==> src/rtl/wash_cycle_ctrl.sv <==
// Washing-machine phase sequencer: FILL -> WASH -> RINSE (-> WASH -> RINSE) -> SPIN.
// It drives the one shared timer and moves to the next phase when the timer reports done.
module wash_cycle_ctrl #(
    parameter logic [15:0] CLK_FREQ = 16'd5,
    parameter logic [15:0] FILL_T   = 16'd2,
    parameter logic [15:0] WASH_T   = 16'd5,
    parameter logic [15:0] RINSE_T  = 16'd2,
    parameter logic [15:0] SPIN_T   = 16'd1
) (
    input  logic        clk,
    input  logic        reset,
    input  logic        coin_in,
    input  logic        double_wash,
    input  logic        lid_open,
    input  logic        tmr_done,
    output logic        tmr_enable,
    output logic        tmr_clear,
    output logic [15:0] tmr_freq,
    output logic [15:0] tmr_period,
    output logic [2:0]  state,
    output logic        door_lock,
    output logic        wash_done
);

    typedef enum logic [2:0] {
        S_IDLE  = 3'd0,
        S_FILL  = 3'd1,
        S_WASH  = 3'd2,
        S_RINSE = 3'd3,
        S_SPIN  = 3'd4
    } state_t;

    state_t      state_q;
    state_t      state_d;
    logic [15:0] period_d;
    logic        clear_d;
    logic        wash_done_d;
    logic        dbl_q;
    logic        dbl_d;
    logic        second_q;
    logic        second_d;
    logic        done_ok;

    assign tmr_freq   = CLK_FREQ;
    assign state      = state_q;
    assign door_lock  = (state_q != S_IDLE);
    assign tmr_enable = (state_q != S_IDLE) && !((state_q == S_SPIN) && lid_open);

    // A done seen during the restart cycle belongs to the previous phase.
    assign done_ok = tmr_done && tmr_enable && !tmr_clear;

    always_comb begin
        state_d     = state_q;
        period_d    = tmr_period;
        clear_d     = 1'b0;
        wash_done_d = 1'b0;
        dbl_d       = dbl_q;
        second_d    = second_q;
        case (state_q)
            S_IDLE: begin
                if (coin_in) begin
                    state_d  = S_FILL;
                    period_d = FILL_T;
                    clear_d  = 1'b1;
                    dbl_d    = double_wash;
                    second_d = 1'b0;
                end
            end
            S_FILL: begin
                if (done_ok) begin
                    state_d  = S_WASH;
                    period_d = WASH_T;
                    clear_d  = 1'b1;
                end
            end
            S_WASH: begin
                if (done_ok) begin
                    state_d  = S_RINSE;
                    period_d = RINSE_T;
                    clear_d  = 1'b1;
                end
            end
            S_RINSE: begin
                if (done_ok) begin
                    clear_d = 1'b1;
                    if (dbl_q && !second_q) begin
                        state_d  = S_WASH;
                        period_d = WASH_T;
                        second_d = 1'b1;
                    end else begin
                        state_d  = S_SPIN;
                        period_d = SPIN_T;
                    end
                end
            end
            S_SPIN: begin
                if (done_ok) begin
                    state_d     = S_IDLE;
                    period_d    = 16'd0;
                    wash_done_d = 1'b1;
                end
            end
            default: begin
                // Illegal encodings recover to the reset condition.
                state_d  = S_IDLE;
                period_d = 16'd0;
                dbl_d    = 1'b0;
                second_d = 1'b0;
            end
        endcase
    end

    always_ff @(posedge clk or negedge reset) begin
        if (!reset) begin
            state_q    <= S_IDLE;
            tmr_period <= 16'd0;
            tmr_clear  <= 1'b0;
            wash_done  <= 1'b0;
            dbl_q      <= 1'b0;
            second_q   <= 1'b0;
        end else begin
            state_q    <= state_d;
            tmr_period <= period_d;
            tmr_clear  <= clear_d;
            wash_done  <= wash_done_d;
            dbl_q      <= dbl_d;
            second_q   <= second_d;
        end
    end

endmodule

==> config.mk <==
export PLATFORM = sky130hd
export DESIGN_NAME = wash_cycle_ctrl
export DESIGN_NICKNAME = d
export VERILOG_FILES = /design/src/rtl/wash_cycle_ctrl.sv
export SDC_FILE = /design/constraint.sdc
export NUM_CORES = 1
export LEC_CHECK = 0
export BUFFER_PORTS_ARGS = -buffer_cell sky130_fd_sc_hd__buf_2
export CORE_MARGIN = 5
export CORE_UTILIZATION = 40
export CTS_BUF_LIST = sky130_fd_sc_hd__clkbuf_8 sky130_fd_sc_hd__clkbuf_16
export DETAILED_ROUTE_END_ITERATION = 10
export PLACE_DENSITY = 0.75
export SYNTH_ARGS = -nofsm -noshare
export SYNTH_HDL_FRONTEND = slang
export SYNTH_SLANG_ARGS = --single-unit
==> constraint.sdc <==
create_clock -name clk -period 3.35 [get_ports clk]
set_clock_uncertainty 0.15 [all_clocks]
set_input_delay 0.67 -clock clk [delete_from_list [all_inputs] [get_ports clk]]
set_output_delay 0.67 -clock clk [all_outputs]
set_load 0.05 [all_outputs]
==> flow_results.org <==
** Pwr
- Areal power density over the cells :: about 1100 nW/um2
- Summed over all cells, the static leakage comes to between 0.3 and 0.4 nW.
- The design draws roughly 0.85 mW.
- The worst-case IR drop observed on VDD is ~570 uV.

** Timing
- The worst path in the final design needs a cycle of between 2 and 2.5 ns, including I/O delays and setup.
- Max Freq :: approximately 450 MHz
- Final Max Tran Viols :: 0
- Final worst hold slack :: 0.1363 ns
- Final TNS setup :: 0 ns
- Unrepaired setup endpoints after global routing :: false
- Number of setup violations in the final report :: 0
- Part of the cycle the worst path needs :: approximately two thirds
- The final-report hold violation count is 0.

** Synth
- The average instance in the mapped netlist occupies between 8 and 9 um2.
- In this run the biggest area consumer among cell types represents ~34% of the synthesized area.
- Synth unique cells :: 28
- Synthesis inferred 10 register bits.
- After technology mapping, the gate count stands at 84.
- The share of the Yosys chip area taken by registers is 33.61%.
- The synthesized design spends more area on one cell type than any other, namely sky130_fd_sc_hd__dfrtp_1.
- Combined area of all synthesized cells :: about 740 um2
- By area the synthesized netlist is led by sky130_fd_sc_hd__dfrtp_1, sky130_fd_sc_hd__buf_4, sky130_fd_sc_hd__nand2_1.
- Yosys printed 0 warnings.

** Setup path
- Grouping stages by cell kind, the critical path spends the most delay in flip-flops.
- STA classifies the critical path startpoint as a register.
- Internal reg-to-reg setup slack :: 1.83 ns
- The number of buffers and inverters on the critical path is 1.
- The largest single stage delay on the critical path is roughly 0.52 ns.
- Data on the critical path is required at its endpoint by 2.53 ns.
- Reg-to-Reg End :: tmr_period[1]
- For the worst flop-to-flop path, the logic depth is 4.
- Worst reg2reg path startpoint :: state[1]
- CP Max Fanout :: 13
- Category of the critical setup timing path :: reg2out
- Chain of cells forming the critical path :: or3_1 > buf_2
- The slowest stage of the critical path is the sky130_fd_sc_hd__dfrtp_1 cell.
- The worst setup path is captured at a primary output.
- Endpoint arrival time on the critical path :: around 1.4 ns

** Detailed routing
- Router iterations before antenna repair :: 4
- After detailed routing, the average wire length per cell comes to 11.20 um.
- Residual antenna-violating net count after detailed routing :: 0
- Final wirelength :: roughly 1400 um
- Remaining DRCs :: 0
- In the routed layout, each cell is associated on average with a via count of between 4 and 5.
- Total via count in the routed design :: about 530
- After the first detailed-routing iteration, the DRC count stood at 5.

** Die
- Area enclosed by the die boundary :: roughly 2800 um2
- Number of standard-cell rows in the floorplan :: 15
- For this configuration, the core starts out at a cell density of a little over two fifths.
- The region available for standard cell placement spans about 1700 um2.
- Die Wd :: about 53 um
- During I/O placement, the number of pins put on the boundary was 45.
- DIE HEIGHT :: ~53 um

** Min path
- HP Class :: in2async

** CTS
- After clock tree synthesis, the clock-pin slew on the worst setup and hold paths is 0.04 ns.
- In this run the deepest clock path goes through 2 buffers.
- Clock tree synthesis inserted a total of 3 buffers.
- Clock tree synthesis found a total of 10 sinks.
- Number of buffers inserted by hold repair at cts :: 0
- Once the clock tree was built, the setup fixing pass inserted 0 buffers.
- The root buffer cell chosen for the clock tree is sky130_fd_sc_hd__clkbuf_8.
- TritonCTS built the clock tree.
- Count of cells resized by post-cts repair :: 0
- # H-tree levels :: 1
- Worst-skew pair later-pin latency :: about 0.23 ns

** Layout
- In the final layout, the share of cells above drive strength 1 is between 20 and 30%.
- The top cell types in the final layout, fill and taps aside, are sky130_fd_sc_hd__conb_1, sky130_fd_sc_hd__buf_2, sky130_fd_sc_hd__dfrtp_1, sky130_fd_sc_hd__nand2_1.
- After routing the design area is roughly 760 um2.
- Most common library cell in the layout ignoring fill and taps :: sky130_fd_sc_hd__conb_1
- Final cell count without fillers :: 123
- Post-synthesis to final-layout area growth :: 2.521%
- NumNets Final :: between 100 and 150
- # diodes :: 0

** Placement
- After detailed placement, the design holds a cell count of 120.
- In this run the cell area measured after placement is 721.9 um2.
- In this run the tool buffered the top-level ports with 15 buffer cells.
- Final weighted congestion in routability-driven placement :: around 0.82
- Detail Placement HPWL :: around 1100 um

** Global route
- Global routing finished with a remaining overflow of 0.
- Global routing used around an eighth of the available met1 tracks.
- Global routing met3 resource utilization :: 3.944%
- The via count of the first global-routing pass came to around 460.
- After global routing, the most crowded layer is met2.
- The initial antenna violation count was 0.
- In the global route stage, met2 resource usage came out at 17.36%.
- Entering global routing, the biggest net connects 14 pins.
- Gr usage total :: a little over a tenth
- Global-route wire length before repair :: ~2100 um

** Flow run
- Across the run, the number of max-cap violations was 0.

** Status
- The flow ran to the end, and the final reports show no timing, DRC or antenna violations.
==> cells by family (layout without fill, tap and decap cells) <==
kind of cell | after synthesis | in the layout | synth area share [%]
flops | 10 | 10 | 33.61
simple gates | 25 | 25 | 18.82
buf+inv | 35 | 22 | 32.94
other cells | 2 | 29 | 1.009
compound gates | 12 | 12 | 13.61
==> power by group <==
group,internal (mW),switching (mW)
Clock,0.0784,0.0440
Sequential,0.168,0.0601
Combinational,0.124,0.377
==> worst max-delay path by stage <==
stage | startpoint | end | cells past startpoint
after floorplan | state[2] | tmr_enable | 3
after CTS | state[2] | door_lock | 2
after global routing | state[2] | door_lock | 2
final | state[2] | door_lock | 2
after global placement | lid_open | tmr_enable | 4
after detailed placement | lid_open | tmr_enable | 4
==> sequential cells by signal, summed over array words and instances, names as in the netlist <==
signal      flops
wash_done       1
tmr_period      3
second_q        1
state           3
dbl_q           1
tmr_clear       1
==> cells in the mapped netlist <==
cell and number:
sky130_fd_sc_hd__a211oi_1 1, sky130_fd_sc_hd__a21boi_1 1, sky130_fd_sc_hd__a21oi_1 2, sky130_fd_sc_hd__a221oi_2 1
sky130_fd_sc_hd__a31o_2 1, sky130_fd_sc_hd__a32o_1 1, sky130_fd_sc_hd__and2_1 1, sky130_fd_sc_hd__and2b_1 1
sky130_fd_sc_hd__and3_1 1, sky130_fd_sc_hd__buf_2 1, sky130_fd_sc_hd__buf_4 30, sky130_fd_sc_hd__conb_1 2
sky130_fd_sc_hd__dfrtp_1 10, sky130_fd_sc_hd__inv_1 4, sky130_fd_sc_hd__nand2_1 6, sky130_fd_sc_hd__nand2b_1 2
sky130_fd_sc_hd__nand3_2 1, sky130_fd_sc_hd__nor2_1 4, sky130_fd_sc_hd__nor2_2 2, sky130_fd_sc_hd__nor3_1 3
sky130_fd_sc_hd__nor3_2 2, sky130_fd_sc_hd__o211a_2 1, sky130_fd_sc_hd__o21ai_0 1, sky130_fd_sc_hd__o21ai_1 1
sky130_fd_sc_hd__o22ai_2 1, sky130_fd_sc_hd__o32a_1 1, sky130_fd_sc_hd__or2_2 1, sky130_fd_sc_hd__or3_1 1
==> cell type report <==
class	count	area [um2]
fillers	192	982.2
multi-input cells	66	350.3
flip-flops and latches	10	250.2
repair buffers	15	75.07
clock buffers	3	41.29
well taps	25	31.28
inverters	4	15.01
==> per-stage QoR <==
step | setup slack, ns | util [%]
2_1_floorplan | 1.183 | -
3_3_place_gp | 1.289 | 41.36
3_5_place_dp | 1.273 | 41.36
4_1_cts | 1.148 | 43.73
5_1_grt | 1.079 | 43.73
6_report | 1.152 | 43.73
==> routing by layer <==
metal / wire length, um / part of all wire, %
met5: 0 / 0
met3: 205 / 15
met1: 479 / 35
met2: 674 / 49
met4: 17 / 1.2
Note: power is estimated with default switching activity, not from simulation.
